--- config.mk ---
export PLATFORM = sky130hd
export DESIGN_NAME = synchronous_fifo_flat
export DESIGN_NICKNAME = d
export VERILOG_FILES = /design/src/rtl/synchronous_fifo_if.sv /design/src/rtl/synchronous_fifo.sv /design/src/flat_wrapper.sv
export SDC_FILE = /design/constraint.sdc
export NUM_CORES = 1
export LEC_CHECK = 0
export CORE_ASPECT_RATIO = 1.25
export CORE_MARGIN = 2
export CORE_UTILIZATION = 30
export CTS_CLUSTER_SIZE = 40
export DETAILED_ROUTE_END_ITERATION = 10
export PLACE_DENSITY = 0.49
export SLEW_MARGIN = 40
export SYNTH_ARGS = -nofsm -noshare
export SYNTH_HDL_FRONTEND = slang
export SYNTH_SLANG_ARGS = --single-unit
--- constraint.sdc ---
create_clock -name clk -period 5.15 [get_ports clk]
set_input_delay 1.03 -clock clk [delete_from_list [all_inputs] [get_ports clk]]
set_output_delay 1.03 -clock clk [all_outputs]
set_load 0.02 [all_outputs]
--- src/rtl/synchronous_fifo_if.sv ---
// ============================================================================
//  Module      : fifo_if
//  Description : Producer/consumer bundle for synchronous_fifo. Carries write
//                data and request, read request, registered read data and
//                the full/empty status. When SYNC_FIFO_ERR_EN is defined the
//                sticky overflow/underflow flags are carried as well.
//  Modports    : master - producer/consumer side (drives din/write_en/read_en)
//                slave  - FIFO side (drives dout/empty/full[/overflow/underflow])
//  Revision    : 1.0 - initial release
// ============================================================================
`default_nettype none

interface fifo_if #(
  parameter int DATA_WIDTH = 32
);
  logic [DATA_WIDTH-1:0] din;
  logic                  write_en;
  logic                  read_en;
  logic [DATA_WIDTH-1:0] dout;
  logic                  empty;
  logic                  full;
`ifdef SYNC_FIFO_ERR_EN
  logic                  overflow;
  logic                  underflow;

  modport master (
    output din, write_en, read_en,
    input  dout, empty, full, overflow, underflow
  );

  modport slave (
    input  din, write_en, read_en,
    output dout, empty, full, overflow, underflow
  );
`else
  modport master (
    output din, write_en, read_en,
    input  dout, empty, full
  );

  modport slave (
    input  din, write_en, read_en,
    output dout, empty, full
  );
`endif
endinterface

`default_nettype wire

--- src/rtl/synchronous_fifo.sv ---
// ============================================================================
//  Module      : synchronous_fifo
//  Description : Single-clock FIFO with DATA_DEPTH x DATA_WIDTH register
//                storage, registered read data and full/empty flags decoded
//                from wrap-bit extended pointers.
//  Ports       : clk   - single clock, rising edge
//                reset - asynchronous, active-low reset
//                bus   - fifo_if.slave (din, write_en, read_en, dout,
//                        empty, full [, overflow, underflow])
//  Options     : SYNC_FIFO_ERR_EN - adds sticky overflow/underflow outputs
//  Revision    : 1.0 - initial release
// ============================================================================
`default_nettype none

module synchronous_fifo #(
  parameter int DATA_DEPTH = 8,
  parameter int DATA_WIDTH = 32
) (
  input  wire    clk,
  input  wire    reset,
  fifo_if.slave  bus
);

  localparam int ADDR_W = $clog2(DATA_DEPTH);
  localparam logic [ADDR_W:0] c_ptr_one = {{ADDR_W{1'b0}}, 1'b1};

  logic [DATA_WIDTH-1:0] r_mem [DATA_DEPTH];
  logic [ADDR_W:0]       r_wr_ptr;
  logic [ADDR_W:0]       r_rd_ptr;
  logic [DATA_WIDTH-1:0] r_dout;

  logic w_empty;
  logic w_full;
  logic w_wr_acc;
  logic w_rd_acc;

  // Same index with the same lap means nothing stored; same index one lap
  // apart means every entry is occupied.
  assign w_empty  = (r_wr_ptr == r_rd_ptr);
  assign w_full   = (r_wr_ptr[ADDR_W-1:0] == r_rd_ptr[ADDR_W-1:0]) &&
                    (r_wr_ptr[ADDR_W] != r_rd_ptr[ADDR_W]);

  // Acceptance uses only the registered flags, so a read in the same cycle
  // never lets a write into a full FIFO and vice versa.
  assign w_wr_acc = bus.write_en && !w_full;
  assign w_rd_acc = bus.read_en  && !w_empty;

  always_ff @(posedge clk or negedge reset) begin
    if (!reset) begin
      r_wr_ptr <= '0;
      r_rd_ptr <= '0;
      r_dout   <= '0;
    end else begin
      if (w_wr_acc) begin
        r_wr_ptr <= r_wr_ptr + c_ptr_one;
      end
      if (w_rd_acc) begin
        r_rd_ptr <= r_rd_ptr + c_ptr_one;
        r_dout   <= r_mem[r_rd_ptr[ADDR_W-1:0]];
      end
    end
  end

  // Storage is deliberately left out of reset; stale contents are unreachable
  // once the pointers clear.
  always_ff @(posedge clk) begin
    if (w_wr_acc) begin
      r_mem[r_wr_ptr[ADDR_W-1:0]] <= bus.din;
    end
  end

  assign bus.dout  = r_dout;
  assign bus.empty = w_empty;
  assign bus.full  = w_full;

`ifdef SYNC_FIFO_ERR_EN
  logic r_overflow;
  logic r_underflow;

  always_ff @(posedge clk or negedge reset) begin
    if (!reset) begin
      r_overflow  <= 1'b0;
      r_underflow <= 1'b0;
    end else begin
      if (bus.write_en && w_full) begin
        r_overflow <= 1'b1;
      end
      if (bus.read_en && w_empty) begin
        r_underflow <= 1'b1;
      end
    end
  end

  assign bus.overflow  = r_overflow;
  assign bus.underflow = r_underflow;
`endif

endmodule

`default_nettype wire

--- src/flat_wrapper.sv ---
// flat-port wrapper written by rule: the top's interface ports become plain ports
module synchronous_fifo_flat 
#(
  parameter int DATA_DEPTH = 8,
  parameter int DATA_WIDTH = 32
)
  (clk, reset, bus_din, bus_write_en, bus_read_en, bus_dout, bus_empty, bus_full);
  fifo_if #(.DATA_WIDTH(DATA_WIDTH)) bus_i ();
  input  wire clk;
  input  wire reset;
  input wire logic [$bits(bus_i.din)-1:0] bus_din;
  input wire logic [$bits(bus_i.write_en)-1:0] bus_write_en;
  input wire logic [$bits(bus_i.read_en)-1:0] bus_read_en;
  output wire logic [$bits(bus_i.dout)-1:0] bus_dout;
  output wire logic [$bits(bus_i.empty)-1:0] bus_empty;
  output wire logic [$bits(bus_i.full)-1:0] bus_full;
  assign bus_i.din = bus_din;
  assign bus_i.write_en = bus_write_en;
  assign bus_i.read_en = bus_read_en;
  assign bus_dout = bus_i.dout;
  assign bus_empty = bus_i.empty;
  assign bus_full = bus_i.full;
  synchronous_fifo #(.DATA_DEPTH(DATA_DEPTH), .DATA_WIDTH(DATA_WIDTH)) u_core (.clk(clk), .reset(reset), .bus(bus_i));
endmodule
# Yosys cells after proc, flatten, opt, wreduce, memory -nomap -nowiden
# Memories as Yosys holds them, arrays and structs flattened. A register that Yosys moved wholly into a read port is not among the register bits.
# Index checks and enable logic that the tools add are counted.
[word_totals]
output_inout_bits = 34
romBits = 0
memories = 1
elab_cells = 16
inputBits = 36
regBits = 8
latchBits = 0
ramBits = 256
[memory_table]
columns = ["name", "words", "word_bits", "rd", "rd_clocked_by_memory_dff", "write_ports", "line_no", "source"]
rows = [
  ["u_core.r_mem", 8, 32, 1, 1, 1, "synchronous_fifo.sv:27", "logic [DATA_WIDTH-1:0] r_mem [DATA_DEPTH];"],
]
[op_classes]
mux = 2
bitwise_logic = 0
reduce_logical = 6
n_mul = 0
div = 0
shifts = 0
n_lt_le_gt_ge = 0
n_eq_ne = 3
addsub = 2
[ops]
columns = ["cell", "n"]
rows = [
  ["$add A4 B1 Y4 const B", 2],
  ["$eq A4 B4 Y1", 1],
  ["$eq A3 B3 Y1", 1],
  ["$logic_and A1 B1 Y1", 3],
  ["$logic_not A1 Y1", 3],
  ["$mux W1", 2],
  ["$ne A1 B1 Y1", 1],
]

# Longest topological paths before layout
# Gate-level depths: netlist of the first run.
[logic_depth]
depth_word = 6
depth_mapped = 7

# Least setup slack after synthesis of the first run
# Ideal clock, no wire load.
[synth_timing]
path_type = "input to register"
start = "input bus_write_en"
end = "memory u_core.r_mem[4][0], enable pin"
arrival_time_ns = 3.586
setup_slack_ns = 1.103
required_time_ns = 4.689
cell_stages = 3
cell_sequence = "o41ai_4 or2_1 nor3_1"
[synth_between]
elab_chain_cells = 3
[synth_rtl]
columns = ["element", "line_no", "source"]
rows = [
  ["start, declared", "flat_wrapper.sv:12", "input wire logic [$bits(bus_i.write_en)-1:0] bus_write_en;"],
  ["$logic_and A1 B1 Y1", "synchronous_fifo.sv:45", "assign w_wr_acc = bus.write_en && !w_full;"],
  ["$mux W1", "synchronous_fifo.sv:67", "if (w_wr_acc) begin"],
  ["$mux W1 (implied by the code)", "synchronous_fifo.sv:68", "r_mem[r_wr_ptr[ADDR_W-1:0]] <= bus.din;"],
  ["end, declared", "synchronous_fifo.sv:27", ""],
]
# Every way passes these cells.

# Final worst setup path of the first run
[layout_timing]
start = "register u_core.r_rd_ptr[0]"
end = "output bus_full"
[layout_between]
elab_chain_cells = 2
[layout_rtl]
columns = ["element", "line_no", "source"]
rows = [
  ["start, declared", "synchronous_fifo.sv:29", "logic [ADDR_W:0] r_rd_ptr;"],
  ["start signal, assigned", "synchronous_fifo.sv:58", "r_rd_ptr <= r_rd_ptr + c_ptr_one;"],
  ["$eq A3 B3 Y1", "synchronous_fifo.sv:40", "assign w_full = (r_wr_ptr[ADDR_W-1:0] == r_rd_ptr[ADDR_W-1:0]) &&"],
  ["$logic_and A1 B1 Y1", "synchronous_fifo.sv:40", ""],
  ["end, declared", "flat_wrapper.sv:16", "output wire logic [$bits(bus_i.full)-1:0] bus_full;"],
]
# Every way passes these cells.

==> metrics.md, run 1 <==
| Metric | Value |
|---|---|
| Status | `finished, final reports clean` |
| P_leak | `4.56 nW` |
| Setup CP Type | `reg -> out` |
| Number of top-level pins | `70` |
| CP Buf/Inv Count | `1` |
| Clk_lat worst skew | `0.54 ns` |
| Simple-Gate Fraction of Synth Area | `1.96%` |
| Routed Antenna Nets | `0` |
| Cell breakdown of the critical path | `xor2_1 > or2_2 > nor3_1 > clkdlybuf4s50_1` |
| Share of layout cells above drive strength 1 | `23.5%` |
| Die Height | `220 µm` |
| FF-to-FF setup slack | `2.21 ns` |
| First-pass GRT wire length | `34.1 mm` |
| Register area | `8700 µm²` |
| Core area | `37100 µm²` |
| Critical path capture point type | `output port` |
| Final setup violation count | `0` |
| Starting Density | `30.2%` |
| Sequential share of the synthesized area | `77.5%` |
| H-tree Lvls | `1` |
| # fillers | `3402` |
| Detailed-route DRC error count | `0` |
| Post-Synth XOR/XNOR Area | `0.926%` |
| Die width | `177 µm` |
| Post-Layout Inst Area | `13700 µm²` |
| WP depth | `4` |
| Max-cap check violation count | `0` |
| Total grt overflow | `0` |
| CTS Buffer Depth | `3` |
| Peak VDD IR | `0.235 mV` |
| CP Max Fanout | `22` |
| Syn Std Cell Area | `11200 µm²` |
| Final worst setup slack | `1.43 ns` |
| RSZ-0062 raised after global routing | `no` |
| CP Data Arrival Time | `2.69 ns` |
| Clk slew on worst S/H paths | `0.06 ns` |
| Synth Area in Compound Gates | `1.92%` |
| Via-per-instance ratio | `4.55` |
| Final hold viol count | `0` |
| Area growth, synth to finish | `22.5%` |
| Adder-Cell Fraction of Synth Area | `0.223%` |
| Hold Path Depth | `2` |
| Cells after synthesis | `523` |
| Hold Slack | `0.482 ns` |
| Die area | `38900 µm²` |
| Placed cell areas | `12700 µm²` |
| Yosys reg bits | `296` |
| Vias after detailed routing | `5114` |
| Vias in the first global route | `5667` |
| Multiplexer share of the synthesized area | `15.9%` |
| Crit-path slowest cell | `dfrtp_4` |
| Worst endpoint required time | `4.12 ns` |
| Initial antenna violation count | `2` |
| Combinational share of power | `28.7%` |
| I/O Buffers | `69` |
| Root Buffer Master | `clkbuf_16` |
| Worst r2r src | `u_core.r_rd_ptr[0]` |
| Avg Synthesized Cell Area | `21.4 µm²` |
| Power, Total | `8.01 mW` |
| PD cells | `583 nW/µm²` |
| # Post-CTS Setup Buffers | `0` |
| Total wire length | `22.2 mm` |
| R2r worst-path depth | `6` |
| Hold_buf cts | `0` |
| CTS Sinks | `296` |
| Drt pass-1 iters | `4` |
| Switch share | `29.2%` |
| Crit path to | `bus_full` |
| CTS tree | `done` |
| Post-Route Setup TNS | `0 ns` |
| Clock skew | `0.0144 ns` |
| Post-CTS Resized | `0` |
| Largest delay share family, worst path | `flip-flops` |
| Part of the power in the clock network | `28.8%` |
| Worst setup path startpoint | `u_core.r_rd_ptr[0]` |
| Nets | `655` |
| Hold Crit Class | `reg -> reg` |
| P_sw | `2.34 mW` |
| Worst slew margin | `52.9%` |
| Avg WL per Cell | `19.8 µm` |
| DP Wirelength | `13.9 mm` |
| Total GRT Usage | `11.6%` |
| Internal power | `5.67 mW` |
| Element type at the critical path start | `register` |
| Multi-input logic area | `2400 µm²` |
| Worst-Margin Slew | `0.707 ns` |
| Flop pwr share | `42.5%` |
| Largest family of logic cells by synthesized area | `multiplexers` |
| DRT iter0 DRCs | `231` |
| Pin count of the biggest net entering global routing | `48` |
| Tmin final | `3.72 ns` |
| Post-synth cell types | `27` |
| Reg-to-Reg End | `u_core.r_mem[6][25]` |
| Worst slack at placement | `1.78 ns` |
| Max-slew violation count | `0` |
| Antenna diodes | `0` |
| Fin crit share | `72.2%` |
| Inserted Clock Buffers | `28` |
| Yosys warnings | `0` |
| Mapped Nets | `561` |
| Critical Path Max Stage Delay | `0.73 ns` |
| Max Fclk | `269 MHz` |
| Row count | `79` |
| Placer Congestion | `0.697` |
layer usage:
metal,up-vias,routed length [µm],global-route usage (%),part of all wire [%]
met1,2687,9510,14.6,43
met5,-,29,0,0.13
met4,4,420,3.36,1.9
met3,36,999,2.38,4.5
li1,2292,-,-,-
met2,95,11300,20.2,51
sequential cells by signal, summed over array words and instances, names as in the netlist:
register	flops
u_core.bus.dout	32
u_core.r_rd_ptr	4
u_core.r_mem	256
u_core.r_wr_ptr	4
cell usage in the layout, fill, tap and decap left out, types with 3 or more instances in the layout:
master | Yosys | layout
xnor2_1 | 4 | 4
mux4_2 | 64 | 64
mux2i_1 | 32 | 32
dfrtp_1 | 40 | 37
nor2_4 | 0 | 5
clkbuf_16 | 0 | 29
nand2_1 | 33 | 33
edfxtp_1 | 256 | 256
inv_1 | 3 | 3
nand2b_1 | 3 | 3
bufinv_16 | 0 | 8
xor2_1 | 6 | 6
o21ai_0 | 12 | 12
buf_4 | 6 | 9
clkinv_2 | 0 | 7
clkdlybuf4s50_1 | 0 | 68
buf_8 | 0 | 9
o21ai_1 | 20 | 20
nor2_1 | 8 | 3
cells by family (layout without fill, tap and decap cells):
logic type	Yosys count	in the layout
adders and majority gates	2	2
muxes	98	98
DFF	296	296
and+or+nand+nor	52	52
AOI/OAI and AO/OA	34	34
xor gates and xnor gates	11	11
buffers and inverters	30	146
tightest hold or removal path, delay by kind of cell, from the launching register on:
family,cells,cell delay [ns]
flops,1,0.34
compound gates,1,0.06
simple gates,1,0.05
synth_stat cells (all sizes together):
master	count	area, µm²
nor3	5	30.0
clkbuf	4	16.3
nand2b	3	18.8
mux4	64	1440
inv	3	11.3
or2	2	12.5
nand3	1	5.00
dfrtp	40	1000
nor2	8	30.0
buf	23	145
nand2	33	124
mux2i	32	320
ha	2	25.0
o21ai	32	160
xnor2	4	35.0
edfxtp	256	7690
mux2	2	22.5
xor2	7	68.8
o41ai	2	55.1
through the flow:
stage	util (%)	instances
finish	37.0	1125
global route	37.0	1125
CTS	37.0	1124
detailed placement	34.2	1072
global placement	33.6	1060
floorplan	-	523
power by group through the flow:
| stage | Clock [mW] | Combinational [mW] | Sequential (mW) |
|---|---|---|---|
| 2_1_floorplan | 0 | 1.49 | 3.46 |
| 3_3_place_gp | 0 | 2.19 | 3.49 |
| 3_5_place_dp | 0 | 2.37 | 3.47 |
| 4_1_cts | 2.37 | 2.38 | 3.42 |
| 5_1_grt | 2.46 | 2.50 | 3.46 |
| 6_report | 2.31 | 2.30 | 3.40 |
area by class of cell:
type	instances	share of cell area [%]
clock buffer	32	5.44
clock inverter	20	2.23
inverter	3	0.0820
multi-input combinational	197	17.5
sequential	296	63.3
tap	486	4.43
timing repair buffer	91	7.00
how the worst min path moves through the flow:
stage | start | end | slack (ns)
2_1_floorplan | u_core.r_rd_ptr[3] | u_core.r_rd_ptr[3] | 0.50
3_5_place_dp | u_core.bus.dout[19] | u_core.bus.dout[19] | 0.47
6_report | u_core.bus.dout[15] | u_core.bus.dout[15] | 0.48
4_1_cts | u_core.bus.dout[19] | u_core.bus.dout[19] | 0.49
3_3_place_gp | u_core.bus.dout[21] | u_core.bus.dout[21] | 0.46
5_1_grt | u_core.bus.dout[16] | u_core.bus.dout[16] | 0.52
No activity file was read; power rests on OpenSTA's default activity.
==> run 2, diff against run 1 <==
PLACE_DENSITY = 0.51   (was 0.49)
clock period = 3.3 ns   (was 5.15 ns; I/O delays follow)
==> run 2 against run 1 <==
  * Die area unchanged
  * Cell count fell by 0.62%
  * Worst setup slack worse by 1.2 ns
  * Sequential share of layout area is 1.0 points higher
  * Critical path type unchanged
  * Cell area shrank 1.6%
  * Combinational power up 61%
  * Count of clock-buffer cells in the layout is 8 higher
==> metrics.md, run 2 (synthesis results as in run 1) <==
| Metric | Value |
|---|---|
| Pin count of the biggest net entering global routing | `69 (+44%)` |
| CTS Buffer Depth | `3 (unchanged)` |
| Share of layout cells above drive strength 1 | `22.2% (-1.3 points)` |
| Nets | `648 (-1.1%)` |
| CP Max Fanout | `8 (-64%)` |
| Worst slew margin | `51.7% (-1.2 points)` |
| Register area | `8700 µm² (about the same)` |
| Element type at the critical path start | `register` |
| Dpl cells | `1066 (-0.56%)` |
| Non-filler instance count after layout | `1118 (-0.62%)` |
| Vias after detailed routing | `5071 (-0.84%)` |
| Final hold viol count | `0 (unchanged)` |
| Vias in the first global route | `5600 (-1.2%)` |
| CP Data Arrival Time | `2.39 ns (-0.30 ns)` |
| Most common cell after layout, fill and taps aside | `edfxtp_1` |
| Number of top-level pins | `70 (unchanged)` |
| P_leak | `4.45 nW (-2.4%)` |
| Max Fclk | `328 MHz` |
| Final setup violation count | `0 (unchanged)` |
| Worst endpoint required time | `2.64 ns (-1.48 ns)` |
| CTS tree | `done` |
| Critical path capture point type | `output port` |
| Peak VDD IR | `0.526 mV (+120%)` |
| Antenna diodes | `0 (unchanged)` |
| Core area | `37100 µm² (unchanged)` |
| CTS Sinks | `296 (unchanged)` |
| Initial antenna violation count | `1 (-1)` |
| Fin crit share | `92.4%` |
| Most frequent cells in the layout | `edfxtp_1 (256), clkdlybuf4s50_1 (68), mux4_2 (64)` |
| Clk_lat worst skew | `0.53 ns (about the same)` |
| Drt pass-1 iters | `5 (+1)` |
| Clk slew on worst S/H paths | `0.06 ns (about the same)` |
| H-tree Lvls | `1 (unchanged)` |
| Max-slew violation count | `0 (unchanged)` |
| Via-per-instance ratio | `4.54 (-0.22%)` |
| Post-Route Setup TNS | `0 ns (unchanged)` |
| Crit-path slowest cell | `clkdlybuf4s50_1` |
| PD cells | `894 nW/µm² (+53%)` |
| Max-cap check violation count | `0 (unchanged)` |
| Critical Path Max Stage Delay | `0.63 ns (-0.10 ns)` |
| Row count | `79 (unchanged)` |
| Die Height | `220 µm (unchanged)` |
| Hold Crit Class | `in -> async` |
| Placer Congestion | `0.699 (+0.24%)` |
| Routed Antenna Nets | `0 (unchanged)` |
| Area growth, synth to finish | `20.5%` |
| Total grt overflow | `0 (unchanged)` |
| Power, Total | `12.1 mW (+51%)` |
| Clock skew | `0.00798 ns (-0.00640 ns)` |
| Root Buffer Master | `clkbuf_16` |
| Detailed-route DRC error count | `0 (unchanged)` |
| Cell breakdown of the critical path | `xor2_1 > or2_2 > nor3_1 > clkdlybuf4s50_1` |
| Die width | `177 µm (unchanged)` |
| Status | `finished, final reports clean` |
| First-pass GRT wire length | `33.8 mm (-0.97%)` |
| DP Wirelength | `12.2 mm (-12%)` |
| Tmin final | `3.05 ns` |
| Hold Slack | `0.224 ns (-0.258 ns)` |
| Setup CP Type | `reg -> out` |
| DRT iter0 DRCs | `249 (+7.8%)` |
| Max reg flops | `256 (unchanged)` |
| Worst-Margin Slew | `0.725 ns (+0.0183 ns)` |
| Die area | `38900 µm² (unchanged)` |
| Avg WL per Cell | `19.6 µm (-0.80%)` |
| Placed cell areas | `12600 µm² (-0.75%)` |
| Total wire length | `21.9 mm (-1.4%)` |
| Starting Density | `30.2% (unchanged)` |
| # fillers | `3414 (+0.35%)` |
| RSZ-0062 raised after global routing | `no` |
| # Post-CTS Setup Buffers | `0 (unchanged)` |
| Multi-input logic area | `2410 µm² (+0.52%)` |
| Total GRT Usage | `11.5% (-0.092 points)` |
| I/O Buffers | `69 (unchanged)` |
| Post-Layout Inst Area | `13500 µm² (-1.6%)` |
| Inserted Clock Buffers | `28 (unchanged)` |
run 2: path summary, 6_finish.rpt:
check | start | end | slack, ns | depth (start not counted)
min in group clk | u_core.bus.dout[23] | u_core.bus.dout[23] | 0.48 | 2
worst max register to register | u_core.r_wr_ptr[0] | u_core.r_mem[0][1] | 0.74 | 5
max in group asynchronous | reset | u_core.r_rd_ptr[1] | 2.61 | 2
worst min register to register | u_core.bus.dout[23] | u_core.bus.dout[23] | 0.48 | 2
worst max-delay path | u_core.r_wr_ptr[0] | bus_empty | 0.25 | 4
worst min-delay path | reset | u_core.bus.dout[14] | 0.22 | 2
run 2: area by class of cell:
cell class | count | area share [%]
sequential | 296 | 64.4
multi-input combinational | 197 | 17.9
timing repair buffer | 84 | 6.21
clock buffer | 40 | 5.90
tap | 486 | 4.50
clock inverter | 12 | 1.06
inverter | 3 | 0.0833
run 2: what timing repair did:
| action | CTS | global route |
|---|---|---|
| hold buffers | 0 | 0 |
| endpoints found under the setup margin | 0 | 1 |
| gates resized for setup | 0 | 1 |
run 2: routing by layer:
metal / vias to the layer above / GRT usage [%] / wire [µm]
met5: - / 0 / 10
met4: 2 / 2.95 / 319
met3: 26 / 2.48 / 1050
met2: 93 / 20.6 / 11400
met1: 2674 / 14.1 / 9190
li1: 2276 / - / -
run 2: where the power goes:
part	leakage [nW]	total [mW]	switching (mW)	internal, mW
logic	1.19	3.70	2.01	1.68
registers	2.80	5.15	0.273	4.87
clock network	0.455	3.23	1.32	1.92
run 2: stage by stage:
stage               worst slack, ns  utilization (%)
floorplan                     0.177                -
global placement              0.605             33.9
detailed placement            0.532             33.9
CTS                          0.0954             36.4
global route                  0.132             36.5
finish                        0.249             36.5
run 2: critical path, delay by kind of cell, from the launching register on:
kind,cells,cell delay (ns)
xor+xnor,1,0.24
buf+inv,1,0.63
flops,1,0.49
simple gates,2,0.50
==> run 3, diff against run 2 <==
GPL_TIMING_DRIVEN = 0   (was not set)
SLEW_MARGIN = not set   (was 40)
==> run 3 against run 2 <==
  * Non-clock buffer count grew 26
  * Critical endpoint is now bus_full
  * Largest cell class unchanged
  * Sequential power hardly changed
  * First-iteration DRC count grew 42%
  * Die area unchanged
  * Largest power group unchanged
  * Core utilization up 1.3 points
  * Total power rose by 8.3%
  * Register-to-register slack worse by 0.33 ns
  * Critical path type unchanged
  * Highest routed layer is now met4
  * Critical path depth is 1 higher
  * Sequential cell count did not move
==> metrics.md, run 3 (synthesis results as in run 1) <==
| Metric | Value |
|---|---|
| CTS Sinks | `296 (unchanged)` |
| Element type at the critical path start | `register` |
| Avg WL per Cell | `21.7 µm (+11%)` |
| H-tree Lvls | `1 (unchanged)` |
| Max-cap check violation count | `0 (unchanged)` |
| CP Buf/Inv Count | `2 (+1)` |
| Root Buffer Master | `clkbuf_16` |
| Peak VDD IR | `0.467 mV (-11%)` |
| DRT iter0 DRCs | `353 (+42%)` |
| Flop pwr share | `39.2% (-3.4 points)` |
| Final hold viol count | `0 (unchanged)` |
| Share of layout cells above drive strength 1 | `24.6% (+2.5 points)` |
| # fillers | `3371 (-1.3%)` |
| DP Wirelength | `15.8 mm (+29%)` |
| CTS tree | `done` |
| Inserted Clock Buffers | `30 (+7.1%)` |
| Internal power | `9.22 mW (+8.8%)` |
| Clock skew | `0.0157 ns (+0.00767 ns)` |
| Number of top-level pins | `70 (unchanged)` |
| Vias in the first global route | `5865 (+4.7%)` |
| Combinational share of power | `30.9% (+0.3 points)` |
| Worst-Margin Slew | `1.03 ns (+0.302 ns)` |
| Antenna diodes | `0 (unchanged)` |
| Drt pass-1 iters | `4 (-1)` |
| Clk_lat worst skew | `0.55 ns (+0.02 ns)` |
| Part of the power in the clock network | `29.8% (+3.0 points)` |
| CP Data Arrival Time | `2.40 ns (about the same)` |
| Die area | `38900 µm² (unchanged)` |
| Cell breakdown of the critical path | `buf_2 > xor2_1 > or2_2 > nor3_1 > dlygate4sd2_1` |
| CP Max Fanout | `7 (-1)` |
| Largest delay share family, worst path | `simple AND/OR/NAND/NOR gates` |
| Fin crit share | `92.9% (+0.41 points)` |
| Row count | `79 (unchanged)` |
| Setup CP Type | `reg -> out` |
| Max Fclk | `326 MHz (-0.44%)` |
| Detailed-route DRC error count | `0 (unchanged)` |
| Core area | `37100 µm² (unchanged)` |
| Dpl cells | `1092 (+2.4%)` |
| Final worst setup slack | `0.236 ns (-0.0135 ns)` |
| # Post-CTS Setup Buffers | `0 (unchanged)` |
| Pin count of the biggest net entering global routing | `23 (-67%)` |
| Worst slack at placement | `0.182 ns (-0.350 ns)` |
| Nets | `676 (+4.3%)` |
| Max reg flops | `256 (unchanged)` |
| Starting Density | `30.2% (unchanged)` |
| First-pass GRT wire length | `37.4 mm (+11%)` |
| Crit-path slowest cell | `dfrtp_1` |
| Final setup violation count | `0 (unchanged)` |
| Worst slew margin | `31.5% (-20 points)` |
| Hold Crit Class | `in -> async` |
| Switch share | `29.5% (-0.31 points)` |
| I/O Buffers | `69 (unchanged)` |
| Via-per-instance ratio | `4.63 (+2.1%)` |
| Tmin final | `3.06 ns (+0.0135 ns)` |
| Die Height | `220 µm (unchanged)` |
| Worst endpoint required time | `2.64 ns (about the same)` |
| Critical path capture point type | `output port` |
| Most frequent cells in the layout | `edfxtp_1 (256), clkdlybuf4s50_1 (66), mux4_2 (64)` |
| P_sw | `3.87 mW (+7.2%)` |
| Non-filler instance count after layout | `1148 (+2.7%)` |
| Max-slew violation count | `0 (unchanged)` |
| P_leak | `4.72 nW (+6.0%)` |
| PD cells | `934 nW/µm² (+4.5%)` |
| Total GRT Usage | `13.2% (+1.7 points)` |
| Routed Antenna Nets | `0 (unchanged)` |
| Area growth, synth to finish | `24.9%` |
| Status | `finished, final reports clean` |
| Total wire length | `25.0 mm (+14%)` |
| Die width | `177 µm (unchanged)` |
| Initial antenna violation count | `0 (-1)` |
| Total grt overflow | `0 (unchanged)` |
| Clk slew on worst S/H paths | `0.06 ns (about the same)` |
| Vias after detailed routing | `5319 (+4.9%)` |
| Most common cell after layout, fill and taps aside | `edfxtp_1` |
| Placer Congestion | `0.678 (-2.9%)` |
| Critical Path Max Stage Delay | `0.39 ns (-0.24 ns)` |
| RSZ-0062 raised after global routing | `no` |
| CTS Buffer Depth | `3 (unchanged)` |
run 3: changes by cell type in the layout (fill, tap and decap cells not counted), sizes merged:
cell and delta:
buf +22, bufinv +6, clkbuf +5, clkdlybuf4s50 -2, clkinvlp -2, clkinv -1
dlygate4sd2 +1, dlymetal6s2s +1
run 3: path summary, 6_finish.rpt:
| check | start | depth (start not counted) | to | slack (ns) |
|---|---|---|---|---|
| worst min-delay path | reset | 1 | u_core.bus.dout[14] | 0.1 |
| min in group clk | u_core.bus.dout[11] | 2 | u_core.bus.dout[11] | 0.48 |
| worst max-delay path | u_core.r_wr_ptr[0] | 5 | bus_full | 0.24 |
| max in group asynchronous | reset | 2 | u_core.bus.dout[24] | 2.64 |
| worst min register to register | u_core.bus.dout[11] | 2 | u_core.bus.dout[11] | 0.48 |
| worst max register to register | u_core.r_wr_ptr[0] | 7 | u_core.r_mem[0][25] | 0.41 |
run 3: layout make-up:
type | count | area [µm²] | share of cell area (%)
Buffer | 27 | 161 | 1.15
Clock buffer | 41 | 863 | 6.16
Clock inverter | 15 | 302 | 2.15
Inverter | 3 | 11.3 | 0.0804
Multi-Input combinational cell | 197 | 2420 | 17.3
Sequential cell | 296 | 8690 | 62.0
Tap cell | 486 | 608 | 4.34
Timing Repair Buffer | 83 | 952 | 6.80
run 3: repair_timing:
item | 4_1_cts | 5_1_grt
hold buffers | 0 | 0
pin swaps | 0 | 0
gates cloned | 0 | 0
gates resized for setup | 2 | 1
setup endpoints to repair | 2 | 1
run 3: layer usage:
layer / global-route usage, % / vias to the layer above / wire length, µm
met3: 2.23 / 29 / 920
met1: 16.5 / 2837 / 10500
met5: 0 / - / 0
li1: - / 2346 / -
met2: 23.9 / 107 / 13200
met4: 2.84 / 0 / 320
run 3: per-stage QoR:
step	utilization (%)	setup TNS [ns]	instance area, µm²	total power [mW]	hold slack [ns]
after floorplan	-	0	11200	7.72	0.364
after detailed placement	34.6	0	12800	9.39	0.475
after global placement	33.8	-453.15	12500	9.14	0.469
after CTS	37.8	0	14000	13.3	0.113
final	37.8	0	14000	13.1	0.0974
after global routing	37.8	0	14000	13.7	0.153
run 3: power by group through the flow:
| stage | sequential (mW) | combinational, mW | clock, mW |
|---|---|---|---|
| detailed placement | 5.23 | 4.17 | 0 |
| global route | 5.21 | 4.39 | 4.13 |
| finish | 5.14 | 4.05 | 3.90 |
| CTS | 5.15 | 4.17 | 3.99 |
| floorplan | 5.39 | 2.33 | 0 |
| global placement | 5.23 | 3.91 | 0 |
